[src/rtl/rv32_pkg.sv]
// ----------------------------------------------------------------------------
// rv32_pkg
// Shared RV32I front-end definitions: machine word width, the bubble
// encoding that matches an IF/ID flush, the sequential PC increment, the
// buffered fetch-entry layout and a PC alignment helper.
// ----------------------------------------------------------------------------
package rv32_pkg;

    localparam int unsigned XLEN = 32;

    typedef logic [XLEN-1:0] word_t;

    localparam word_t BUBBLE_INSTR = 32'h0000_0000;
    localparam word_t PC_STEP      = 32'd4;

    // One buffered instruction together with the address it was fetched from.
    typedef struct packed {
        word_t pc;
        word_t instr;
    } fetch_entry_t;

    // Instruction addresses are always word aligned; the low two bits drop.
    function automatic word_t align_pc(input word_t addr);
        return addr & ~word_t'(3);
    endfunction

endpackage

[src/rtl/if_fetch_unit_if.sv]
// ----------------------------------------------------------------------------
// if_fetch_unit_if
// Instruction-memory request/response port between the fetch unit and the
// instruction memory.
//   IMEM_REQ     fetch request (master -> slave)
//   IMEM_ADDR    word-aligned fetch address (master -> slave)
//   IMEM_GNT     request accepted this cycle, combinational (slave -> master)
//   IMEM_RVALID  response valid, in request order (slave -> master)
//   IMEM_RDATA   returned instruction word (slave -> master)
// ----------------------------------------------------------------------------
interface if_fetch_unit_if;

    logic                IMEM_REQ;
    rv32_pkg::word_t     IMEM_ADDR;
    logic                IMEM_GNT;
    logic                IMEM_RVALID;
    rv32_pkg::word_t     IMEM_RDATA;

    modport master (
        output IMEM_REQ,
        output IMEM_ADDR,
        input  IMEM_GNT,
        input  IMEM_RVALID,
        input  IMEM_RDATA
    );

    modport slave (
        input  IMEM_REQ,
        input  IMEM_ADDR,
        output IMEM_GNT,
        output IMEM_RVALID,
        output IMEM_RDATA
    );

endinterface

[src/rtl/fetch_fifo.sv]
// ----------------------------------------------------------------------------
// fetch_fifo
// Small synchronous FIFO with registered head (no write-through bypass).
//   clk        clock, rising edge
//   rst_n      asynchronous active-low reset, empties the FIFO
//   push       write push_data (ignored when full unless popping the same cycle)
//   push_data  entry to write
//   pop        drop the head entry (ignored when empty)
//   flush      synchronous clear; wins over push and pop
//   head_data  oldest entry, valid when empty = 0
//   count      number of stored entries, 0..DEPTH
//   empty      count == 0
// ----------------------------------------------------------------------------
module fetch_fifo #(
    parameter int unsigned WIDTH = 64,
    parameter int unsigned DEPTH = 2
) (
    input  logic                         clk,
    input  logic                         rst_n,
    input  logic                         push,
    input  logic [WIDTH-1:0]             push_data,
    input  logic                         pop,
    input  logic                         flush,
    output logic [WIDTH-1:0]             head_data,
    output logic [$clog2(DEPTH+1)-1:0]   count,
    output logic                         empty
);

    localparam int unsigned CW   = $clog2(DEPTH + 1);
    localparam int unsigned PW   = (DEPTH > 1) ? $clog2(DEPTH) : 1;
    localparam logic [PW-1:0] LAST = PW'(DEPTH - 1);

    logic [WIDTH-1:0] mem [DEPTH];
    logic [PW-1:0]    rd_ptr;
    logic [PW-1:0]    wr_ptr;
    logic             full;
    logic             do_push;
    logic             do_pop;

    function automatic logic [PW-1:0] bump(input logic [PW-1:0] p);
        return (p == LAST) ? '0 : p + PW'(1);
    endfunction

    assign empty   = (count == '0);
    assign full    = (count == CW'(DEPTH));
    assign do_pop  = pop & ~empty & ~flush;
    // A full FIFO still accepts a push when the head leaves in the same cycle.
    assign do_push = push & ~flush & (~full | do_pop);

    assign head_data = mem[rd_ptr];

    always_ff @(posedge clk) begin
        if (do_push) begin
            mem[wr_ptr] <= push_data;
        end
    end

    always_ff @(posedge clk or negedge rst_n) begin
        if (!rst_n) begin
            rd_ptr <= '0;
            wr_ptr <= '0;
            count  <= '0;
        end else if (flush) begin
            rd_ptr <= '0;
            wr_ptr <= '0;
            count  <= '0;
        end else begin
            if (do_push) begin
                wr_ptr <= bump(wr_ptr);
            end
            if (do_pop) begin
                rd_ptr <= bump(rd_ptr);
            end
            if (do_push && !do_pop) begin
                count <= count + CW'(1);
            end else if (!do_push && do_pop) begin
                count <= count - CW'(1);
            end
        end
    end

endmodule

[src/rtl/if_fetch_unit.sv]
// ----------------------------------------------------------------------------
// if_fetch_unit
// RV32I instruction-fetch front end. Owns the fetch PC, issues in-order
// requests to instruction memory, buffers returned words and presents them
// to the IF/ID register. A taken branch/jump from EX reloads the PC, flushes
// the buffer and discards responses of requests already in flight.
//   CLK          clock, rising edge
//   nRST         asynchronous active-low reset
//   nEN          downstream stall (1 = hold), same sense as IF/ID
//   REDIRECT     taken branch/jump resolved in EX
//   REDIRECT_PC  redirect target, low two bits ignored
//   imem         instruction-memory port (master side)
//   PC_F         PC of the presented instruction (0 when bubble)
//   PC_Plus4F    PC_F + 4 modulo 2^32 (0 when bubble)
//   Instr_F      presented instruction (0 when bubble)
// ----------------------------------------------------------------------------
module if_fetch_unit
    import rv32_pkg::*;
#(
    parameter logic [31:0] RESET_PC = 32'h0000_0000,
    parameter int unsigned DEPTH    = 2
) (
    input  logic            CLK,
    input  logic            nRST,
    input  logic            nEN,
    input  logic            REDIRECT,
    input  logic [31:0]     REDIRECT_PC,
    if_fetch_unit_if.master imem,
    output logic [31:0]     PC_F,
    output logic [31:0]     PC_Plus4F,
    output logic [31:0]     Instr_F
);

    localparam int unsigned CW = $clog2(DEPTH + 1);
    localparam int unsigned EW = $bits(fetch_entry_t);

    word_t         pc_q;
    logic [CW-1:0] kill_q;

    // The tag queue holds one PC per granted request, so its fill level is
    // the outstanding-request count.
    logic [CW-1:0] out_cnt;
    logic [CW-1:0] occ_cnt;
    logic          tag_empty;
    logic          buf_empty;
    word_t         tag_pc;
    fetch_entry_t  buf_in;
    fetch_entry_t  buf_head;

    logic          issue;
    logic          grant;
    logic          resp;
    logic          discard;
    logic          buf_push;
    logic          buf_pop;
    logic [CW:0]   committed;

    // Slots already claimed once this cycle's pop has freed its entry. A
    // response in the same cycle only moves a claim from out_cnt to occ_cnt.
    assign committed = {1'b0, out_cnt} + {1'b0, occ_cnt} - {{CW{1'b0}}, buf_pop};

    assign issue = nRST & ~REDIRECT & (committed < (CW+1)'(DEPTH));
    assign grant = issue & imem.IMEM_GNT;

    assign imem.IMEM_REQ  = issue;
    assign imem.IMEM_ADDR = pc_q;

    assign resp     = imem.IMEM_RVALID & ~tag_empty;
    assign discard  = (kill_q != '0) | REDIRECT;
    assign buf_push = resp & ~discard;
    assign buf_pop  = ~nEN & ~buf_empty;

    always_comb begin
        buf_in       = '0;
        buf_in.pc    = tag_pc;
        buf_in.instr = imem.IMEM_RDATA;
    end

    fetch_fifo #(
        .WIDTH (XLEN),
        .DEPTH (DEPTH)
    ) u_tag_fifo (
        .clk       (CLK),
        .rst_n     (nRST),
        .push      (grant),
        .push_data (pc_q),
        .pop       (resp),
        .flush     (1'b0),
        .head_data (tag_pc),
        .count     (out_cnt),
        .empty     (tag_empty)
    );

    fetch_fifo #(
        .WIDTH (EW),
        .DEPTH (DEPTH)
    ) u_buf_fifo (
        .clk       (CLK),
        .rst_n     (nRST),
        .push      (buf_push),
        .push_data (buf_in),
        .pop       (buf_pop),
        .flush     (REDIRECT),
        .head_data (buf_head),
        .count     (occ_cnt),
        .empty     (buf_empty)
    );

    always_ff @(posedge CLK or negedge nRST) begin
        if (!nRST) begin
            pc_q   <= RESET_PC;
            kill_q <= '0;
        end else if (REDIRECT) begin
            pc_q   <= align_pc(REDIRECT_PC);
            // Nothing is granted in a redirect cycle, so whatever remains in
            // flight after this cycle's response is wrong-path.
            kill_q <= out_cnt - CW'(resp);
        end else begin
            if (grant) begin
                pc_q <= pc_q + PC_STEP;
            end
            if (resp && (kill_q != '0)) begin
                kill_q <= kill_q - CW'(1);
            end
        end
    end

    always_comb begin
        PC_F      = '0;
        PC_Plus4F = '0;
        Instr_F   = BUBBLE_INSTR;
        if (!buf_empty) begin
            PC_F      = buf_head.pc;
            PC_Plus4F = buf_head.pc + PC_STEP;
            Instr_F   = buf_head.instr;
        end
    end

endmodule

[src/flat_wrapper.sv]
// flat-port wrapper written by rule: the top's interface ports become plain ports
module if_fetch_unit_flat import rv32_pkg::*;
#(
    parameter logic [31:0] RESET_PC = 32'h0000_0000,
    parameter int unsigned DEPTH    = 2
)
  (CLK, nRST, nEN, REDIRECT, REDIRECT_PC, PC_F, PC_Plus4F, Instr_F, imem_IMEM_REQ, imem_IMEM_ADDR, imem_IMEM_GNT, imem_IMEM_RVALID, imem_IMEM_RDATA);
  if_fetch_unit_if imem_i ();
  input  logic CLK;
  input  logic nRST;
  input  logic nEN;
  input  logic REDIRECT;
  input  logic [31:0] REDIRECT_PC;
  output logic [31:0] PC_F;
  output logic [31:0] PC_Plus4F;
  output logic [31:0] Instr_F;
  output wire logic [$bits(imem_i.IMEM_REQ)-1:0] imem_IMEM_REQ;
  output wire logic [$bits(imem_i.IMEM_ADDR)-1:0] imem_IMEM_ADDR;
  input wire logic [$bits(imem_i.IMEM_GNT)-1:0] imem_IMEM_GNT;
  input wire logic [$bits(imem_i.IMEM_RVALID)-1:0] imem_IMEM_RVALID;
  input wire logic [$bits(imem_i.IMEM_RDATA)-1:0] imem_IMEM_RDATA;
  assign imem_IMEM_REQ = imem_i.IMEM_REQ;
  assign imem_IMEM_ADDR = imem_i.IMEM_ADDR;
  assign imem_i.IMEM_GNT = imem_IMEM_GNT;
  assign imem_i.IMEM_RVALID = imem_IMEM_RVALID;
  assign imem_i.IMEM_RDATA = imem_IMEM_RDATA;
  if_fetch_unit #(.RESET_PC(RESET_PC), .DEPTH(DEPTH)) u_core (.CLK(CLK), .nRST(nRST), .nEN(nEN), .REDIRECT(REDIRECT), .REDIRECT_PC(REDIRECT_PC), .imem(imem_i), .PC_F(PC_F), .PC_Plus4F(PC_Plus4F), .Instr_F(Instr_F));
endmodule
[config.mk]
export PLATFORM = sky130hd
export DESIGN_NAME = if_fetch_unit_flat
export DESIGN_NICKNAME = d
export VERILOG_FILES = /design/src/rtl/rv32_pkg.sv /design/src/rtl/if_fetch_unit_if.sv /design/src/rtl/fetch_fifo.sv /design/src/rtl/if_fetch_unit.sv /design/src/flat_wrapper.sv
export SDC_FILE = /design/constraint.sdc
export NUM_CORES = 1
export LEC_CHECK = 0
export ABC_AREA = 1
export BUFFER_PORTS_ARGS = -buffer_cell sky130_fd_sc_hd__buf_4
export CORE_ASPECT_RATIO = 1.25
export CORE_UTILIZATION = 45
export CTS_BUF_LIST = sky130_fd_sc_hd__clkbuf_4 sky130_fd_sc_hd__clkbuf_8
export DETAILED_ROUTE_END_ITERATION = 7
export PLACE_DENSITY_LB_ADDON = 0.15
export SYNTH_ARGS = -nofsm -noshare
export SYNTH_HDL_FRONTEND = slang
export SYNTH_HIERARCHICAL = 1
export SYNTH_SLANG_ARGS = --single-unit
[constraint.sdc]
create_clock -name CLK -period 6.42 [get_ports CLK]
set_input_delay 0.321 -clock CLK [delete_from_list [all_inputs] [get_ports CLK]]
set_output_delay 0.321 -clock CLK [all_outputs]
set_load 0.1 [all_outputs]
==> impl_metrics.toml, run 1 <==
[routing]
initialDrtViolationCount = 379
vias = 9179
firstDrtPassIters = 5
routed_wl_um = 26800
via_per_inst = 4.72
route.detailed.drc = 0
wire_per_inst_um = 13.8
postRouteAntennaNets = 0

[yosys]
synthTopCellsByArea = "edfxtp_1 (50%), nand2_1 (19%), dfrtp_1 (8.7%), nor2_1 (5.7%), inv_1 (4.5%)"
synth_top_flop_cell = "edfxtp_1"
synth.avg_cell_area_um2 = 8.51
ys_seq_area_frac = 0.591
yosysUniqueCellTypes = 33
synthCells = 1344
synth_edf_count = 192
yosys_register_bits = 232
synth_top_cell_by_area = "edfxtp_1"
yosys.area.top_type_share = 0.504
synth.most_common_cell = "nand2_1"
synthArstFlopShare = 0.172
ys_top_cells_by_count = "nand2_1 (566), edfxtp_1 (192), nor2_1 (174)"
synth-warning-count = 6
synth.cell_area_mm2 = 0.0114

[clocking]
clockBufferDepth = 3
post-cts-setup-buffer-count = 0
ctsResizeCount = 0
cts_tree = "yes"
insertion_delay_ns = 0.52
cts_made_buffers = 36
clkTransAtPathRegs_ns = 0.07
htreeDepth = 2
root_buffer = "clkbuf_8"
ctsHoldBuffers = 42
cts_sinks = 232

[global_routing]
grt_start_max_net_pins = 85
grt_overflow = 0
grt_usage = 0.207
antenna_found_initial = 0
grt_pass1_vias = 8727
grt_pass1_wl_um = 42400

[setup_path]
start_kind = "flop"
path_max_fanout = 32
cp.required_ns = 6.59
critPathKind = "reg2reg"
arrival_ns = 4.50
critPathCaptureType = "flop"

[sta]
worst_pin_slew_ns = 1.11
fin_crit_sh = 0.674
rsz0062_at_grt = "no"
period_minus_slack_ns = 4.33
setup-tns-final_ns = 0
worst_hold_slack_ns = 0.0355
fmax_mhz = 231
setup-violations-final = 0
hold_viol_final = 0
final-max-slew-violation-count = 0
relSlewSlack = 0.262
skew_ns = 0.0181

[power_and_ir_drop]
powerDensity_mw_per_mm2 = 337
p_leak_uw = 0.00650
ir_drop_uv = 236

[die]
initial_utilization = 0.462
core_mm2 = 0.0247
die_area_mm2 = 0.0261
die_x_um = 145
fp-row-count = 64
ios = 199
die_h_um = 180

[layout]
multi_input_area_mm2 = 0.00394
area_growth_pct = 25.5
final_area_mm2 = 0.0144
fin_nets = 1665
regArea_mm2 = 0.00677
drive_gt1_frac = 0.186
nFillCells = 2237
diodes = 0

[run_status]
status = "completed"

[worst_hold_path]
hold_class = "in2reg"

[job]
maxCapViolations = 0

[placed_design]
gp_congestion = 0.930
port-buffer-count = 194
placed_cell_area_mm2 = 0.0132
dpl.hpwl_um = 18200
## layer usage
| metal | share of wire | track usage | up-vias |
|---|---|---|---|
| li1 | - | - | 4721 |
| met1 | 0.42 | 0.245 | 4111 |
| met2 | 0.48 | 0.359 | 289 |
| met3 | 0.073 | 0.0438 | 58 |
| met4 | 0.033 | 0.0876 | 0 |
| met5 | 0 | 0 | - |
## per-stage QoR
stage / total power, µW / cells / utilization / setup WS (ns)
final: 4840 / 1944 / 0.580 / 2.09
after global routing: 5060 / 1944 / 0.580 / 1.71
after CTS: 4880 / 1943 / 0.580 / 2.06
after detailed placement: 3550 / 1837 / 0.532 / 2.06
after global placement: 3530 / 1837 / 0.532 / 2.16
after floorplan: 3180 / 1352 / - / 1.59
## sequential cells by signal, summed over array words and instances, names as in the netlist
register	count
u_core/kill_q	2
u_core/u_buf_fifo/count	2
u_core/u_tag_fifo/wr_ptr	1
u_core/u_tag_fifo/count	2
u_core/u_tag_fifo/mem	64
u_core/u_buf_fifo/wr_ptr	1
u_core/u_buf_fifo/rd_ptr	1
u_core/imem.IMEM_ADDR	30
u_core/u_tag_fifo/rd_ptr	1
u_core/u_buf_fifo/mem	128
## logic make-up (layout without fill, tap and decap cells)
logic type / count (synthesis) / in the layout / share of synthesized area
simple gates: 858 / 858 / 0.300
flops: 232 / 232 / 0.591
buf+inv: 191 / 453 / 0.0686
compound gates: 44 / 44 / 0.0226
xor+xnor: 11 / 11 / 0.00842
fa+ha+maj: 7 / 7 / 0.00831
other cells: 1 / 9 / 0.000328
## path summary, 6_finish.rpt
check	slack [ns]	to	start	cells past startpoint
worst max-delay path	2.09	u_core/u_tag_fifo/mem[0][18]	u_core/u_buf_fifo/count[1]	16
worst min-delay path	0.04	u_core/imem.IMEM_ADDR[18]	REDIRECT_PC[18]	3
worst max register to register	2.09	u_core/u_tag_fifo/mem[0][18]	u_core/u_buf_fifo/count[1]	16
worst min register to register	0.53	u_core/u_buf_fifo/mem[0][48]	u_core/u_tag_fifo/mem[0][16]	2
max in group asynchronous	5.67	u_core/u_buf_fifo/rd_ptr	nRST	2
min in group asynchronous	0.34	u_core/u_tag_fifo/wr_ptr	nRST	2
## critical path: stages (launching register included)
cell and delay (ns):
dfrtp_1 0.43, inv_1 0.08, nand2_1 0.10, inv_2 0.04, nor2_1 0.31, ha_1 0.30, or2_2 0.30, fa_1 0.49
nand3_1 0.10, inv_2 0.10, nand3_4 0.23, inv_2 0.49, inv_1 0.12, nor2_1 0.24, o21ai_2 0.13, nor2_2 0.10
buf_4 0.38
## layout make-up
| cell class | count | share of cell area |
|---|---|---|
| flip-flops and latches | 232 | 0.471 |
| repair buffers | 244 | 0.135 |
| inverters | 145 | 0.0379 |
| clock buffers | 45 | 0.0396 |
| clock inverters | 19 | 0.0132 |
| well taps | 330 | 0.0287 |
| multi-input cells | 929 | 0.274 |
## placed cells by master (no fill, tap or decap), types with 5 or more instances in the layout
cell	count
a21oi_1	11
conb_1	9
clkbuf_4	8
clkbuf_8	37
nand2_1	566
buf_4	201
clkinv_1	9
o21bai_1	8
nor2_1	170
edfxtp_1	192
xor2_1	6
nor2_2	14
o21ai_0	16
inv_2	9
nand3_1	84
dlygate4sd3_1	43
nand2_2	8
inv_1	136
dfrtp_1	39
ha_1	6
xnor2_1	5
## power breakdown
part           total, µW  switching [µW]  internal [µW]
Clock               1300             556            746
Sequential          1820            97.1           1720
Combinational       1720            1370            349
Total               4840            2020           2820
(Power assumes the default switching activity.)
==> run 2, diff against run 1 <==
Clock period 6.42 ns to 3.8 ns, I/O delays scaled along.
==> run 2 against run 1 <==
Compared with the run above:
- routed wire length up 2.5%
- sequential share of layout area down 0.67 points
- sequential cell count unchanged
- via count up 1.3%
- core utilization up 0.84 points
- worst hold slack better by 0.10 ns
- clock power up 45%
- critical path type is now reg2out
- highest routed layer unchanged
==> impl_metrics.toml, run 2 (synthesis gave the netlist of run 1 again) <==
[power_and_ir_drop]
pwr-share-seq = 0.388
pwr-share-comb = 0.372
p_switching_uw = 3380
p_leak_uw = 0.00658
powerDensity_mw_per_mm2 = 543
swShare = 0.428
ir_drop_uv = 255
internal_power_uw = 4520
p_clk_frac = 0.239

[die]
ios = 199
die_h_um = 180
initial_utilization = 0.462
fp-row-count = 64
die_area_mm2 = 0.0261
die_x_um = 145
core_mm2 = 0.0247

[layout]
diodes = 0
area_growth_pct = 27.4
final_util = 0.589
top_register = "u_core/u_buf_fifo/mem"
final_common_cell = "nand2_1"
final_area_mm2 = 0.0146
fin_nets = 1691
layout_common_cells = "nand2_1 (566), buf_4 (201), edfxtp_1 (192)"
largest_register_ff_count = 128
drive_gt1_frac = 0.187
nFillCells = 2239

[clocking]
clkTransAtPathRegs_ns = 0.06
root_buffer = "clkbuf_8"
cts_tree = "yes"
htreeDepth = 2
clockBufferDepth = 3
insertion_delay_ns = 0.51
cts_made_buffers = 36
cts_sinks = 232

[sta]
rsz0062_at_grt = "no"
worst_hold_slack_ns = 0.136
setup_ws_ns = 0.237
setup-violations-final = 0
skew_ns = 0.0147
final-max-slew-violation-count = 0
hold_viol_final = 0
fmax_mhz = 281
period_minus_slack_ns = 3.56
relSlewSlack = 0.419
fin_crit_sh = 0.938
worst_pin_slew_ns = 0.872

[routing]
vias = 9301
initialDrtViolationCount = 421
wire_per_inst_um = 14.0
via_per_inst = 4.73
route.detailed.drc = 0
routed_wl_um = 27500
postRouteAntennaNets = 0
firstDrtPassIters = 5

[global_routing]
grt_overflow = 0
grt_usage = 0.211
grt_pass1_vias = 8687
grt_pass1_wl_um = 42900
antenna_found_initial = 0
grt_start_max_net_pins = 85

[setup_path]
rr_startpoint = "u_core/u_buf_fifo/count[1]"
path_max_fanout = 27
arrival_ns = 3.37
startpoint = "u_core/u_buf_fifo/rd_ptr"
cp.required_ns = 3.61
cp_top_family = "simple AND/OR/NAND/NOR gates"
crit_slowest_cell = "dfrtp_2"
critPathCaptureType = "output pin"
path_common_cell = "nand2_1"
critPathKind = "reg2out"
cpPeakStageDelay_ns = 0.53
reg2reg_to = "u_core/u_tag_fifo/mem[0][19]"
rrSetupSlack_ns = 0.42
start_kind = "flop"
crit_chain = "clkinv_2 -> buf_4 -> nand2_1 -> nand2_1 -> nand2_1 -> nor2_1 -> nand2_1 -> nor2_1 -> nand2_1 -> nand2_1 -> nand2_1 -> nor2_1 -> buf_4"
path_buf_inv = 3
reg2reg_depth = 16

[job]
maxCapViolations = 0

[placed_design]
gp_congestion = 0.867
dpl.hpwl_um = 18900
pre_cts_ws_ns = 0.202
placed_cell_area_mm2 = 0.0133
port-buffer-count = 194

[worst_hold_path]
min_path_cells = 3
min-delay-start = "REDIRECT"
hold_class = "in2reg"
hold_end = "u_core/imem.IMEM_ADDR[11]"

[run_status]
status = "completed"
## run 2: tightest hold or removal path, stage by stage
cell	delay [ns]
buf_4	0.23
nand2_1	0.10
nand3_1	0.07
## run 2: how the worst max path moves through the flow
stage | to | slack, ns | cells after the start
after floorplan | u_core/u_buf_fifo/mem[0][0] | -0.58 | 8
after global placement | u_core/u_tag_fifo/mem[0][27] | 0.29 | 16
after detailed placement | u_core/u_tag_fifo/mem[0][26] | 0.20 | 16
after CTS | PC_Plus4F[26] | 0.01 | 13
after global routing | PC_Plus4F[28] | 0.03 | 13
final | PC_Plus4F[28] | 0.24 | 13
## run 2: area by class of cell
| cell class | instances | area (µm²) | share of cell area |
|---|---|---|---|
| inverter | 145 | 546 | 0.0374 |
| sequential | 232 | 6770 | 0.464 |
| tap | 330 | 413 | 0.0283 |
| multi-input combinational | 929 | 3970 | 0.272 |
| clock buffer | 47 | 584 | 0.0401 |
| clock inverter | 12 | 51.3 | 0.00352 |
| timing repair buffer | 270 | 2240 | 0.154 |
## run 2: per-layer routing
metal,GRT usage,vias to the layer above,share of wire
li1,-,4774,-
met1,0.253,4217,0.41
met2,0.372,263,0.50
met3,0.0385,47,0.063
met4,0.0792,0,0.030
met5,0,-,0
## run 2: through the flow
step           TNS, ns  total power [µW]  cells
2_1_floorplan   -74.39              5380   1352
3_3_place_gp         0              5980   1841
3_5_place_dp         0              6020   1841
4_1_cts              0              7990   1964
5_1_grt              0              8280   1965
6_report             0              7910   1965
## run 2: power groups by stage
stage	Combinational, µW	Sequential, µW	Clock [µW]
2_1_floorplan	1910	3470	0
3_3_place_gp	2870	3110	0
3_5_place_dp	2900	3120	0
4_1_cts	2950	3070	1970
5_1_grt	3120	3090	2060
6_report	2940	3070	1890
## run 2: timing repair
item | in CTS | in global routing
endpoints found under the hold margin | 135 | 0
buffers inserted | 0 | 1
setup endpoints to repair | 0 | 19
resized for setup | 0 | 3
hold buffers | 64 | 0
==> run 3, diff against run 2 <==
Settings changed: ABC_AREA 1 to unset.
==> run 3 against run 2 <==
Compared with the run above:
- non-clock buffer count increased by 1
- largest cell class unchanged
- largest power group unchanged
- cell count decreased by 30%
- first-iteration DRC count decreased by 3.6%
- global-route usage decreased by 1.9 points
- critical path type unchanged
- die area decreased by 6.6%
- fmax increased by 1.4%
- highest routed layer unchanged
- worst setup slack improved by 0.051 ns
==> impl_metrics.toml, run 3 <==
[run_status]
status = "completed"

[yosys]
synth.most_common_cell = "edfxtp_1"
ys_top_cells_by_count = "edfxtp_1 (192), mux2_2 (72), nor2b_1 (67)"
yosysUniqueCellTypes = 63
synth.avg_cell_area_um2 = 13.6
ys_seq_area_frac = 0.634
yosys.area.top_type_share = 0.540
synthArstFlopShare = 0.172
synth.cell_area_mm2 = 0.0107
synthTopCellsByArea = "edfxtp_1 (54%), dfrtp_1 (9.4%), mux2_2 (7.6%), nor2b_1 (3.9%), mux2_1 (2.5%)"
yosys_register_bits = 232
synthCells = 784
synth-warning-count = 6
synth_edf_count = 192
synth_top_cell_by_area = "edfxtp_1"
synth_top_flop_cell = "edfxtp_1"

[sta]
hold_viol_final = 0
setup-violations-final = 0
final-max-slew-violation-count = 0
period_minus_slack_ns = 3.51
skew_ns = 0.0156
relSlewSlack = 0.314
setup-tns-final_ns = 0
fmax_mhz = 285
fin_crit_sh = 0.924
rsz0062_at_grt = "no"
worst_pin_slew_ns = 1.03

[clocking]
root_buffer = "clkbuf_8"
cts_made_buffers = 37
cts_tree = "yes"
insertion_delay_ns = 0.51
clockBufferDepth = 3
htreeDepth = 2
cts_sinks = 232
clkTransAtPathRegs_ns = 0.06
ctsResizeCount = 0

[power_and_ir_drop]
p_leak_uw = 0.00517
powerDensity_mw_per_mm2 = 406
ir_drop_uv = 290

[global_routing]
grt_start_max_net_pins = 96
grt_pass1_vias = 7128
grt_pass1_wl_um = 37000
grt_overflow = 0
antenna_found_initial = 0
grt_usage = 0.192

[layout]
layoutNonFillerInstCount = 1377
drive_gt1_frac = 0.333
final_area_mm2 = 0.0138
diodes = 0
area_growth_pct = 29.2
largest_register_ff_count = 128
final_common_cell = "buf_4"
top_register = "u_core/u_buf_fifo/mem"
layout_common_cells = "buf_4 (206), edfxtp_1 (192), mux2_2 (72)"
fin_nets = 1143

[placed_design]
port-buffer-count = 194
gp_congestion = 0.788
placed_cell_area_mm2 = 0.0125
post-place-cells = 1252
dpl.hpwl_um = 15000

[die]
die_area_mm2 = 0.0243
die_x_um = 140
initial_utilization = 0.462
ios = 199
fp-row-count = 62
core_mm2 = 0.0231
die_h_um = 174

[setup_path]
arrival_ns = 3.32
crit_chain = "buf_4 -> mux2_2 -> and3_1 -> nand4_1 -> or3_1 -> a21oi_1 -> buf_4"
critPathKind = "reg2out"
path_max_fanout = 22
path_buf_inv = 2
cp_top_family = "simple AND/OR/NAND/NOR gates"
cpPeakStageDelay_ns = 0.59
rr_startpoint = "u_core/u_buf_fifo/count[0]"
path_common_cell = "buf_4"
startpoint = "u_core/u_buf_fifo/rd_ptr"
critPathCaptureType = "output pin"
start_kind = "flop"
crit_slowest_cell = "dfrtp_2"
cp.required_ns = 3.61

[routing]
wire_per_inst_um = 17.1
top_layer = "met4"
dr_wl_met3_um = 1210
vias = 7242
wl_met2_um = 11600
wl_met1_um = 10300
initialDrtViolationCount = 406
via_per_inst = 5.26
route.detailed.drc = 0
postRouteAntennaNets = 0
firstDrtPassIters = 5
routed_wl_um = 23600

[worst_hold_path]
min-delay-start = "REDIRECT"
hold_class = "in2reg"

[job]
maxCapViolations = 0
-- run 3: cell count changes after synthesis, moves of 24 or more --
| cell | change |
|---|---|
| nand3_1 | -57 |
| nor2_1 | -128 |
| mux2_2 | +72 |
| mux2_1 | +24 |
| inv_1 | -123 |
| nand2_1 | -523 |
| nor2b_1 | +67 |
-- run 3: what timing repair did --
action | 4_1_cts | 5_1_grt
hold buffers | 63 | 0
hold endpoints to repair | 134 | 0
buffers inserted | 0 | 0
-- run 3: routing by layer --
layer | global-route usage | vias up
li1 | - | 3478
met1 | 0.246 | 3506
met2 | 0.329 | 222
met3 | 0.0350 | 36
met4 | 0.0641 | 0
met5 | 0 | -
-- run 3: layout make-up --
| class | count | area (µm²) |
|---|---|---|
| tap | 288 | 360 |
| clock inverter | 7 | 28.8 |
| fill | 1916 | 9330 |
| multi-input combinational | 510 | 3720 |
| clock buffer | 55 | 644 |
| inverter | 14 | 52.6 |
| timing repair buffer | 271 | 2220 |
| sequential | 232 | 6770 |
-- run 3: cells by family (layout without fill, tap and decap cells) --
kind of cell               Yosys count  after routing  share of synthesized area
and+or+nand+nor                    277            277                      0.146
DFF                                232            232                      0.634
muxes                              102            102                      0.108
AOI/OAI and AO/OA                   82             82                     0.0526
buffers and inverters               54            347                     0.0265
xor gates and xnor gates            29             29                     0.0238
adders and majority gates            7              7                    0.00891
other                                1             13                   0.000351
-- run 3: power by group --
group	total (µW)	internal (µW)	switching [µW]
Clock	1970	1080	892
Combinational	724	214	510
Sequential	2900	2810	89.8
-- run 3: worst paths after layout --
kind	endpoint	cells after the start	slack [ns]
max	PC_Plus4F[24]	7	0.29
min	u_core/u_buf_fifo/rd_ptr	2	0.16
max reg2reg	u_core/imem.IMEM_ADDR[12]	11	0.46
min reg2reg	u_core/u_buf_fifo/mem[0][40]	1	0.57
max in group asynchronous	u_core/u_buf_fifo/rd_ptr	3	3.03
min in group asynchronous	u_core/imem.IMEM_ADDR[27]	3	0.33
-- run 3: per-stage QoR --
stage	hold slack, ns	setup slack, ns	power [µW]	util
after floorplan	-0.106	0.0917	3410	-
after global placement	0.354	0.552	3620	0.540
after detailed placement	0.348	0.494	3630	0.540
after CTS	0.146	0.206	5660	0.597
after global routing	0.170	0.0569	5810	0.597
final	0.164	0.288	5590	0.597
-- run 3: worst register-to-register path, stage by stage (launching register included) --
cell	delay, ns
dfrtp_1	0.50
nor2_4	0.07
nor2_1	0.16
ha_1	0.25
nand2b_1	0.15
fa_1	0.47
and4b_1	0.23
nand2_1	0.08
inv_1	0.14
nor2_1	0.81
o21ai_0	0.23
o311ai_0	0.14
